[config.mk]
export PLATFORM = sky130hd
export DESIGN_NAME = inst_fetch_bridge
export DESIGN_NICKNAME = d
export VERILOG_FILES = /design/src/rtl/inst_fetch_bridge.sv
export SDC_FILE = /design/constraint.sdc
export NUM_CORES = 1
export LEC_CHECK = 0
export CORE_MARGIN = 5
export CORE_UTILIZATION = 40
export DETAILED_ROUTE_END_ITERATION = 8
export MAX_ROUTING_LAYER = met4
export PLACE_DENSITY = 0.66
export SLEW_MARGIN = 30
export SYNTH_ARGS = -nofsm -noshare
export SYNTH_HDL_FRONTEND = slang
export SYNTH_SLANG_ARGS = --single-unit
[constraint.sdc]
create_clock -name clk -period 5.16 [get_ports clk]
set_input_delay 1.032 -clock clk [delete_from_list [all_inputs] [get_ports clk]]
set_output_delay 1.032 -clock clk [all_outputs]
set_load 0.1 [all_outputs]
[src/rtl/inst_fetch_bridge.sv]
// Instruction fetch bridge: direct-mapped buffer in front of a req/ack instruction memory.
// Define PREFETCH_EN to enable the next-line prefetch (PF state) after each demand fill.
module inst_fetch_bridge #(
    parameter int ADDR_W      = 32,
    parameter int DATA_W      = 32,
    parameter int BUF_ENTRIES = 4
) (
    input  logic              clk,
    input  logic              rst,
    input  logic              rom_ce_i,
    input  logic [ADDR_W-1:0] rom_addr_i,
    output logic [DATA_W-1:0] rom_data_o,
    output logic              stall_req_o,
    input  logic              flush_i,
    output logic              mem_req_o,
    output logic [ADDR_W-1:0] mem_addr_o,
    input  logic              mem_ack_i,
    input  logic [DATA_W-1:0] mem_rdata_i
);

    localparam int IDX_W = $clog2(BUF_ENTRIES);
    localparam int TAG_W = ADDR_W - IDX_W - 2;

    localparam logic [1:0] S_IDLE = 2'd0;
    localparam logic [1:0] S_REQ  = 2'd1;
`ifdef PREFETCH_EN
    localparam logic [1:0] S_PF   = 2'd2;
`endif

    logic [1:0]             state_q, state_d;
    logic [ADDR_W-1:0]      addr_q, addr_d;
    logic                   flush_pend_q, flush_pend_d;
    logic [BUF_ENTRIES-1:0] valid_q, valid_d;
    logic [TAG_W-1:0]       tag_q  [BUF_ENTRIES];
    logic [DATA_W-1:0]      data_q [BUF_ENTRIES];

    logic [IDX_W-1:0] rd_idx;
    logic [TAG_W-1:0] rd_tag;
    logic             hit;
    logic [IDX_W-1:0] fill_idx;
    logic [TAG_W-1:0] fill_tag;
    logic             busy;
    logic             ack;
    logic             discard;
    logic             fill_en;
    logic             unused_addr;

    assign rd_idx      = rom_addr_i[IDX_W+1:2];
    assign rd_tag      = rom_addr_i[ADDR_W-1:IDX_W+2];
    assign hit         = valid_q[rd_idx] && (tag_q[rd_idx] == rd_tag);
    assign fill_idx    = addr_q[IDX_W+1:2];
    assign fill_tag    = addr_q[ADDR_W-1:IDX_W+2];
    assign busy        = (state_q != S_IDLE);
    assign ack         = busy && mem_ack_i;
    assign discard     = flush_i || flush_pend_q;
    assign fill_en     = ack && !discard;
    assign unused_addr = ^rom_addr_i[1:0];

    // Outputs are forced quiet while reset is held, independent of buffer state.
    assign stall_req_o = rst && rom_ce_i && (!hit || state_q == S_REQ);
    assign rom_data_o  = (rst && rom_ce_i && hit && state_q != S_REQ)
                       ? data_q[rd_idx] : '0;
    assign mem_req_o   = busy;
    assign mem_addr_o  = addr_q;

`ifdef PREFETCH_EN
    logic              pf_pend_q, pf_pend_d;
    logic [ADDR_W-1:0] pf_addr;
    logic [IDX_W-1:0]  pf_idx;
    logic [TAG_W-1:0]  pf_tag;
    logic              pf_hit;

    assign pf_addr = addr_q + ADDR_W'(4);
    assign pf_idx  = pf_addr[IDX_W+1:2];
    assign pf_tag  = pf_addr[ADDR_W-1:IDX_W+2];
    assign pf_hit  = valid_q[pf_idx] && (tag_q[pf_idx] == pf_tag);
`endif

    always_comb begin
        state_d      = state_q;
        addr_d       = addr_q;
        flush_pend_d = flush_pend_q;
`ifdef PREFETCH_EN
        pf_pend_d    = pf_pend_q;
`endif
        unique case (state_q)
            S_IDLE: begin
                if (rom_ce_i && !hit) begin
                    state_d = S_REQ;
                    addr_d  = {rom_addr_i[ADDR_W-1:2], 2'b00};
`ifdef PREFETCH_EN
                    pf_pend_d = 1'b0;
                end else if (pf_pend_q) begin
                    pf_pend_d = 1'b0;
                    if (!flush_i && !pf_hit) begin
                        state_d = S_PF;
                        addr_d  = pf_addr;
                    end
`endif
                end
            end
            S_REQ: begin
                if (mem_ack_i) begin
                    state_d      = S_IDLE;
                    flush_pend_d = 1'b0;
`ifdef PREFETCH_EN
                    // Wrap of A+4 to zero suppresses the prefetch.
                    pf_pend_d    = !discard && (pf_addr != '0);
`endif
                end else if (flush_i) begin
                    flush_pend_d = 1'b1;
                end
            end
`ifdef PREFETCH_EN
            S_PF: begin
                if (mem_ack_i) begin
                    state_d      = S_IDLE;
                    flush_pend_d = 1'b0;
                end else if (flush_i) begin
                    flush_pend_d = 1'b1;
                end
            end
`endif
            default: state_d = S_IDLE;
        endcase
    end

    always_comb begin
        valid_d = valid_q;
        if (flush_i)
            valid_d = '0;
        else if (fill_en)
            valid_d[fill_idx] = 1'b1;
    end

    always_ff @(posedge clk or negedge rst) begin
        if (!rst) begin
            state_q      <= S_IDLE;
            addr_q       <= '0;
            flush_pend_q <= 1'b0;
            valid_q      <= '0;
        end else begin
            state_q      <= state_d;
            addr_q       <= addr_d;
            flush_pend_q <= flush_pend_d;
            valid_q      <= valid_d;
        end
    end

`ifdef PREFETCH_EN
    always_ff @(posedge clk or negedge rst) begin
        if (!rst)
            pf_pend_q <= 1'b0;
        else
            pf_pend_q <= pf_pend_d;
    end
`endif

    // Tag/data storage needs no reset: valid_q gates every read.
    always_ff @(posedge clk) begin
        if (fill_en) begin
            tag_q[fill_idx]  <= fill_tag;
            data_q[fill_idx] <= mem_rdata_i;
        end
    end

endmodule

=== After elaboration in Yosys (flattened, before gate mapping) ===
Memories as Yosys holds them, arrays and structs flattened.
Index checks and enable logic that the tools add are counted.

* RAM bits: 240
* Memories: 2
* Register bits after elaboration: 37
* Output and inout port bits: 66
* Word-level logic and storage cells: 49
* Input bits: 69

{| class="wikitable"
|+ Memories
! memory !! depth !! bits a word !! read ports !! clocked after Yosys merged registers in !! wr ports !! line !! RTL
|-
| data_q || 4 || 32 || 1 || 0 || 1 || 35 || <nowiki>logic [DATA_W-1:0] data_q [BUF_ENTRIES];</nowiki>
|-
| tag_q || 4 || 28 || 1 || 0 || 1 || 34 || <nowiki>logic [TAG_W-1:0] tag_q [BUF_ENTRIES];</nowiki>
|}

* Reductions and logical operators: 20
* Bitwise gates (word level): 1
* Eq/ne operators: 5
* Mux-type cells: 14
* Magnitude comparators: 3

{| class="wikitable"
|+ Operators by type and width
! operator !! number
|-
| two-way mux 32 bit || 1
|-
| equality test 28 bit || 1
|-
| logical AND 1 bit || 9
|-
| two-way mux 4 bit || 2
|-
| < comparator 2 x 3 -> 1 bit (second input constant) || 2
|-
| two-way mux 1 bit || 6
|-
| AND reduction 2 bit || 3
|-
| nonzero test 2 bit || 3
|-
| two-way mux 2 bit || 2
|-
| != test 2 bit (second input constant) || 2
|-
| bitwise OR 4 bit || 1
|-
| case mux 2 bit (2 select lines) || 1
|-
| binary-select mux 1 bit (select 2 bit) || 1
|-
| demux 1 bit (select 2 bit) || 1
|-
| equality test 2 x 1 -> 1 bit (second input constant) || 1
|-
| greater-or-equal comparator 2 x 1 -> 1 bit (second input constant) || 1
|-
| logical NOT 1 bit || 2
|-
| logical NOT 2 bit || 1
|-
| logical OR 1 bit || 2
|-
| != test 2 x 1 -> 1 bit (second input constant) || 1
|}

=== Logic depth before layout (Yosys ltp) ===
* Depth after elaboration: 7
* Mapped depth: 10
* Gate-level depth less buffers: 6

=== Least setup slack after synthesis ===
No wires, ideal clock.

* Path type: in2out
* Start: input port rom_addr_i[3]
* End: output port rom_data_o[22]
* Stages on the path: 10
* Required time: 4.128 ns
* Setup slack: -1.980 ns
* Arrival time: 6.108 ns
* Buffers on the path: 4
* Cells stage by stage: buf_2 -> buf_4 -> buf_4 -> mux4_2 -> xnor2_1 -> nand4_1 -> a2111oi_0 -> nand4_1 -> clkbuf_1 -> nor4b_1

* Longest elaborated chain between the ends: 6

{| class="wikitable"
|+ Ends and longest elaborated chain
! what !! line !! RTL
|-
| start, declared || 11 || <nowiki>input logic [ADDR_W-1:0] rom_addr_i,</nowiki>
|-
| memory (4 x 28 bit) / binary-select mux 1 bit (select 2 bit) (equally long branches) || - ||
|-
| equality test 28 bit / two-way mux 1 bit (equally long branches) || 50 || <nowiki>assign hit = valid_q[rd_idx] && (tag_q[rd_idx] == rd_tag);</nowiki>
|-
| logical AND 1 bit || 50 ||
|-
| logical AND 1 bit (2 in series) || 61 || <nowiki>assign rom_data_o = (rst && rom_ce_i && hit && state_q != S_REQ)</nowiki>
|-
| two-way mux 32 bit (*) || 62 || <nowiki>? data_q[rd_idx] : '0;</nowiki>
|-
| end, declared || 12 || <nowiki>output logic [DATA_W-1:0] rom_data_o,</nowiki>
|}

Mark *: on every way between the ends. The rest lies on a longest branch, timed or not. The select of a mux whose other input is x is not followed.

=== Worst setup path in the final report ===
* Start: input port rom_addr_i[26]
* End: output port rom_data_o[13]

* Longest elaborated chain between the ends: 5

{| class="wikitable"
|+ Ends and longest elaborated chain
! what !! line
|-
| equality test 28 bit || 50
|-
| logical AND 1 bit || 50
|-
| logical AND 1 bit (2 in series) || 61
|-
| two-way mux 32 bit || 62
|}

Every way passes these cells.

==> run summary <==
drt pass-1 iters: 5
Post-Syn Area: 11200 um^2
worst skew pair latency: 0.53 ns
Avg Cell Area, Syn: 20.0 um^2
Top Layer Used: met4
Post-synth EDFFs: 240
total congestion overflow: 0
max_cap viols: 0
Async SR Flop Fraction: 13.0%
Leak Pwr: 5.09 nW
pin count of the biggest net entering global routing: 37
Clock Pin Slew Worst Setup and Hold Paths: 0.06 ns
clock network power share: 36.0%
Switching Share: 27.1%
status: complete, no violations
FF+latch area: 8110 um^2
Compound-Gate Fraction of Synth Area: 2.95%
Max Slew Vio Count: 0
share of total power in combinational logic: 16.8%
Pint: 4.16 mW
Syn Inst Count: 557
DR vias/cell: 5.29
power per cell area: 385 nW/um^2
maximum root-to-sink buffer count: 3
WL/cell: 22.3 um
gpl congestion: 0.800
H-tree levels: 1
Worst path max stage delay: 0.55 ns
layout cell share with drive strength beyond 1: 32.5%
top-area cell type share of the netlist area: 64.6%
cell repeated most along the worst path: buf_4
CTS Root Cell: clkbuf_16
Post-DP Area: 13900 um^2
most frequent cells in the layout: edfxtp_1 (240), clkdlybuf4s50_1 (94), mux4_2 (49)
Post-Synth XOR/XNOR Area: 1.73%
crit path time final: 5.01 ns
relative max-transition margin: 31.2%
Synth area leaders: edfxtp_1 (65%), mux4_2 (9.9%), dfrtp_1 (8.1%), mux2_4 (3.9%), nor4b_1 (2.5%)
FILL cells: 2129
synthesis warning total: 0
Yosys top cell by area: edfxtp_1
final wirelength: 24900 um
row count: 61
Post-Place Setup Slack: -0.0118 ns
CTS tree: built
Antenna diodes: 0
Non-Filler Instances: 1119
area occupied by multi-input gates: 3340 um^2
ys flop type: edfxtp_1
PostCTS Resize Cnt: 1
post-synthesis adder-cell area fraction: 0%
Die X: 177 um
CTS Hold Bufs: 0
first-pass GRT wire length: 38500 um
Post-CTS Setup Bufs: 0
hpwl dp: 16100 um
Hold Vio Cnt, Final: 0
net count reported at finish: 790
Critical Path Fanout Max: 12
Worst Setup Start Kind: primary input
setup violators final: 0
Die Span Y: 177 um
Peak VDD IR: 0.000213 V
Distinct cells, synth: 51
Clock Skew: 0.0218 ns
core area: 27700 um^2
crit-path cells: clkdlybuf4s50_1, xor2_1, o32ai_1, a22oi_1, a2111oi_2, buf_4, nand4_1, buf_4, buf_4, nor4b_4, buf_12
Starting Density: 40.3%
fin crit share: 97.0%
I/O pins: 135
worst endpoint required time: 4.13 ns
Setup CP Type: primary input to output port
Placed Instances: 1070
post-synthesis mux area share: 16.6%
post-route cell area: 14900 um^2
met2 routed WL: 12600 um
Die ar.: 31300 um^2
Post-Synth Simple-Gate Area: 4.14%
CP endpoint kind: output port
Hold Path Class: flop to flop
starting DRC count in detailed routing: 372
worst path arrival time: 3.97 ns
clock sinks: 276
initial antenna violation count: 0
via count: 5924
Max Freq: 200 MHz
sequential share of power: 47.1%
RSZ-0062 raised after global routing: false
largest family of logic cells by synthesized area: multiplexers
met3 routed wirelength: 1230 um
register area share after synthesis: 72.6%
IO buf count: 130
WP buf/inv: 5
CP top delay family: buffers and inverters
post-detailed-route count of antenna-violating nets: 0
hold slack: 0.499 ns
Worst Max-Slew Pin Slew: 1.03 ns
Total GRT Usage: 16.3%
P_sw: 1.55 mW
CP max-delay cell: clkdlybuf4s50_1
Num CTS Buffers: 27
# DRC: 0
setup slack after layout: 0.154 ns
number of global-route vias before repair: 6485
synthesis-stage register bit count: 276
Area Growth Syn to Fin: 33.2%
commonest non-fill, non-tap cell in the layout: edfxtp_1
wire length on met1: 10600 um
Final Util: 53.6%
## power groups by stage
| stage | sequential (mW) | combinational [mW] | clock, mW |
|---|---|---|---|
| 4_1_cts | 2.69 | 0.971 | 2.11 |
| 6_report | 2.69 | 0.963 | 2.06 |
| 2_1_floorplan | 3.10 | 0.303 | 0 |
| 3_3_place_gp | 2.72 | 0.962 | 0 |
| 3_5_place_dp | 2.74 | 0.967 | 0 |
| 5_1_grt | 2.71 | 0.997 | 2.20 |
## logic make-up (layout without fill, tap and decap cells)
logic type	Yosys count	count (layout)
buffers and inverters	39	222
XOR/XNOR	22	22
flip-flops	276	276
AND/OR/NAND/NOR	69	69
AO/OA/AOI/OAI	41	41
multiplexers	109	109
other	1	2
## through the flow
stage          total power [mW]  setup TNS (ns)
2_1_floorplan              3.40           -1.14
3_3_place_gp               3.69               0
3_5_place_dp               3.71         -0.0169
4_1_cts                    5.77               0
5_1_grt                    5.91               0
6_report                   5.72               0
## per-layer routing
metal  vias to the layer above  track usage, %
met1                      3095            21.5
met3                        35            2.37
met4                         0            3.16
li1                       2614               -
met2                       180            27.3
met5                         -               -
## path summary, 6_finish.rpt
check,startpoint,end,slack (ns),cells past startpoint
worst max-delay path,rom_addr_i[26],rom_data_o[13],0.15,11
worst min-delay path,valid_q[3]$_DFFE_PN0P_,valid_q[3]$_DFFE_PN0P_,0.50,2
worst max register to register,tag_q[1][14]$_DFFE_PP_,mem_addr_o[2]$_DFFE_PN0P_,2.12,7
worst min register to register,valid_q[3]$_DFFE_PN0P_,valid_q[3]$_DFFE_PN0P_,0.50,2
max in group asynchronous,rst,state_q[0]$_DFFE_PN0P_,4.03,2
min in group asynchronous,rst,mem_addr_o[18]$_DFFE_PN0P_,0.71,2
## worst register-to-register path, cell delays in order, from the launching register on
cell and delay [ns]:
edfxtp_1 0.39, mux2_2 0.28, a221oi_1 0.38, a22oi_1 0.19
or3_1 0.41, o41a_2 0.68, buf_4 0.28, mux2_4 0.31
## final cells by class
cell class,instances,share of cell area (%)
flip-flops and latches,276,54.6
repair buffers,165,13.2
multi-input cells,243,22.5
clock inverters,16,1.54
well taps,378,3.18
clock buffers,33,4.77
inverters,8,0.202
## synthesized netlist by cell type (2+ instances only)
library cell and instances:
nor2_1 9, clkbuf_1 16, nor2b_1 2, a2111oi_0 2, xor2_1 7, a22oi_1 4, nand4_1 5, a211o_1 2
a211oi_1 2, o21ai_0 3, buf_6 5, mux4_2 49, mux2_2 7, nand3_1 2, dfrtp_1 36, mux2_4 29
inv_1 8, buf_4 5, o211ai_1 3, o21ba_2 2, a21oi_1 5, xnor2_1 15, a221oi_1 2, edfxtp_1 240
a2111o_1 2, and3_1 2, o22ai_1 3, buf_2 4, nor4b_1 32, mux2i_1 24, nand2_1 10
## state kept, by name, indices dropped and copies added (netlist names)
| register | flops |
|---|---|
| flush_pend_q | 1 |
| state_q | 1 |
| tag_q | 112 |
| mem_addr_o | 30 |
| valid_q | 4 |
| data_q | 128 |
No activity file was read; power rests on OpenSTA's default activity.
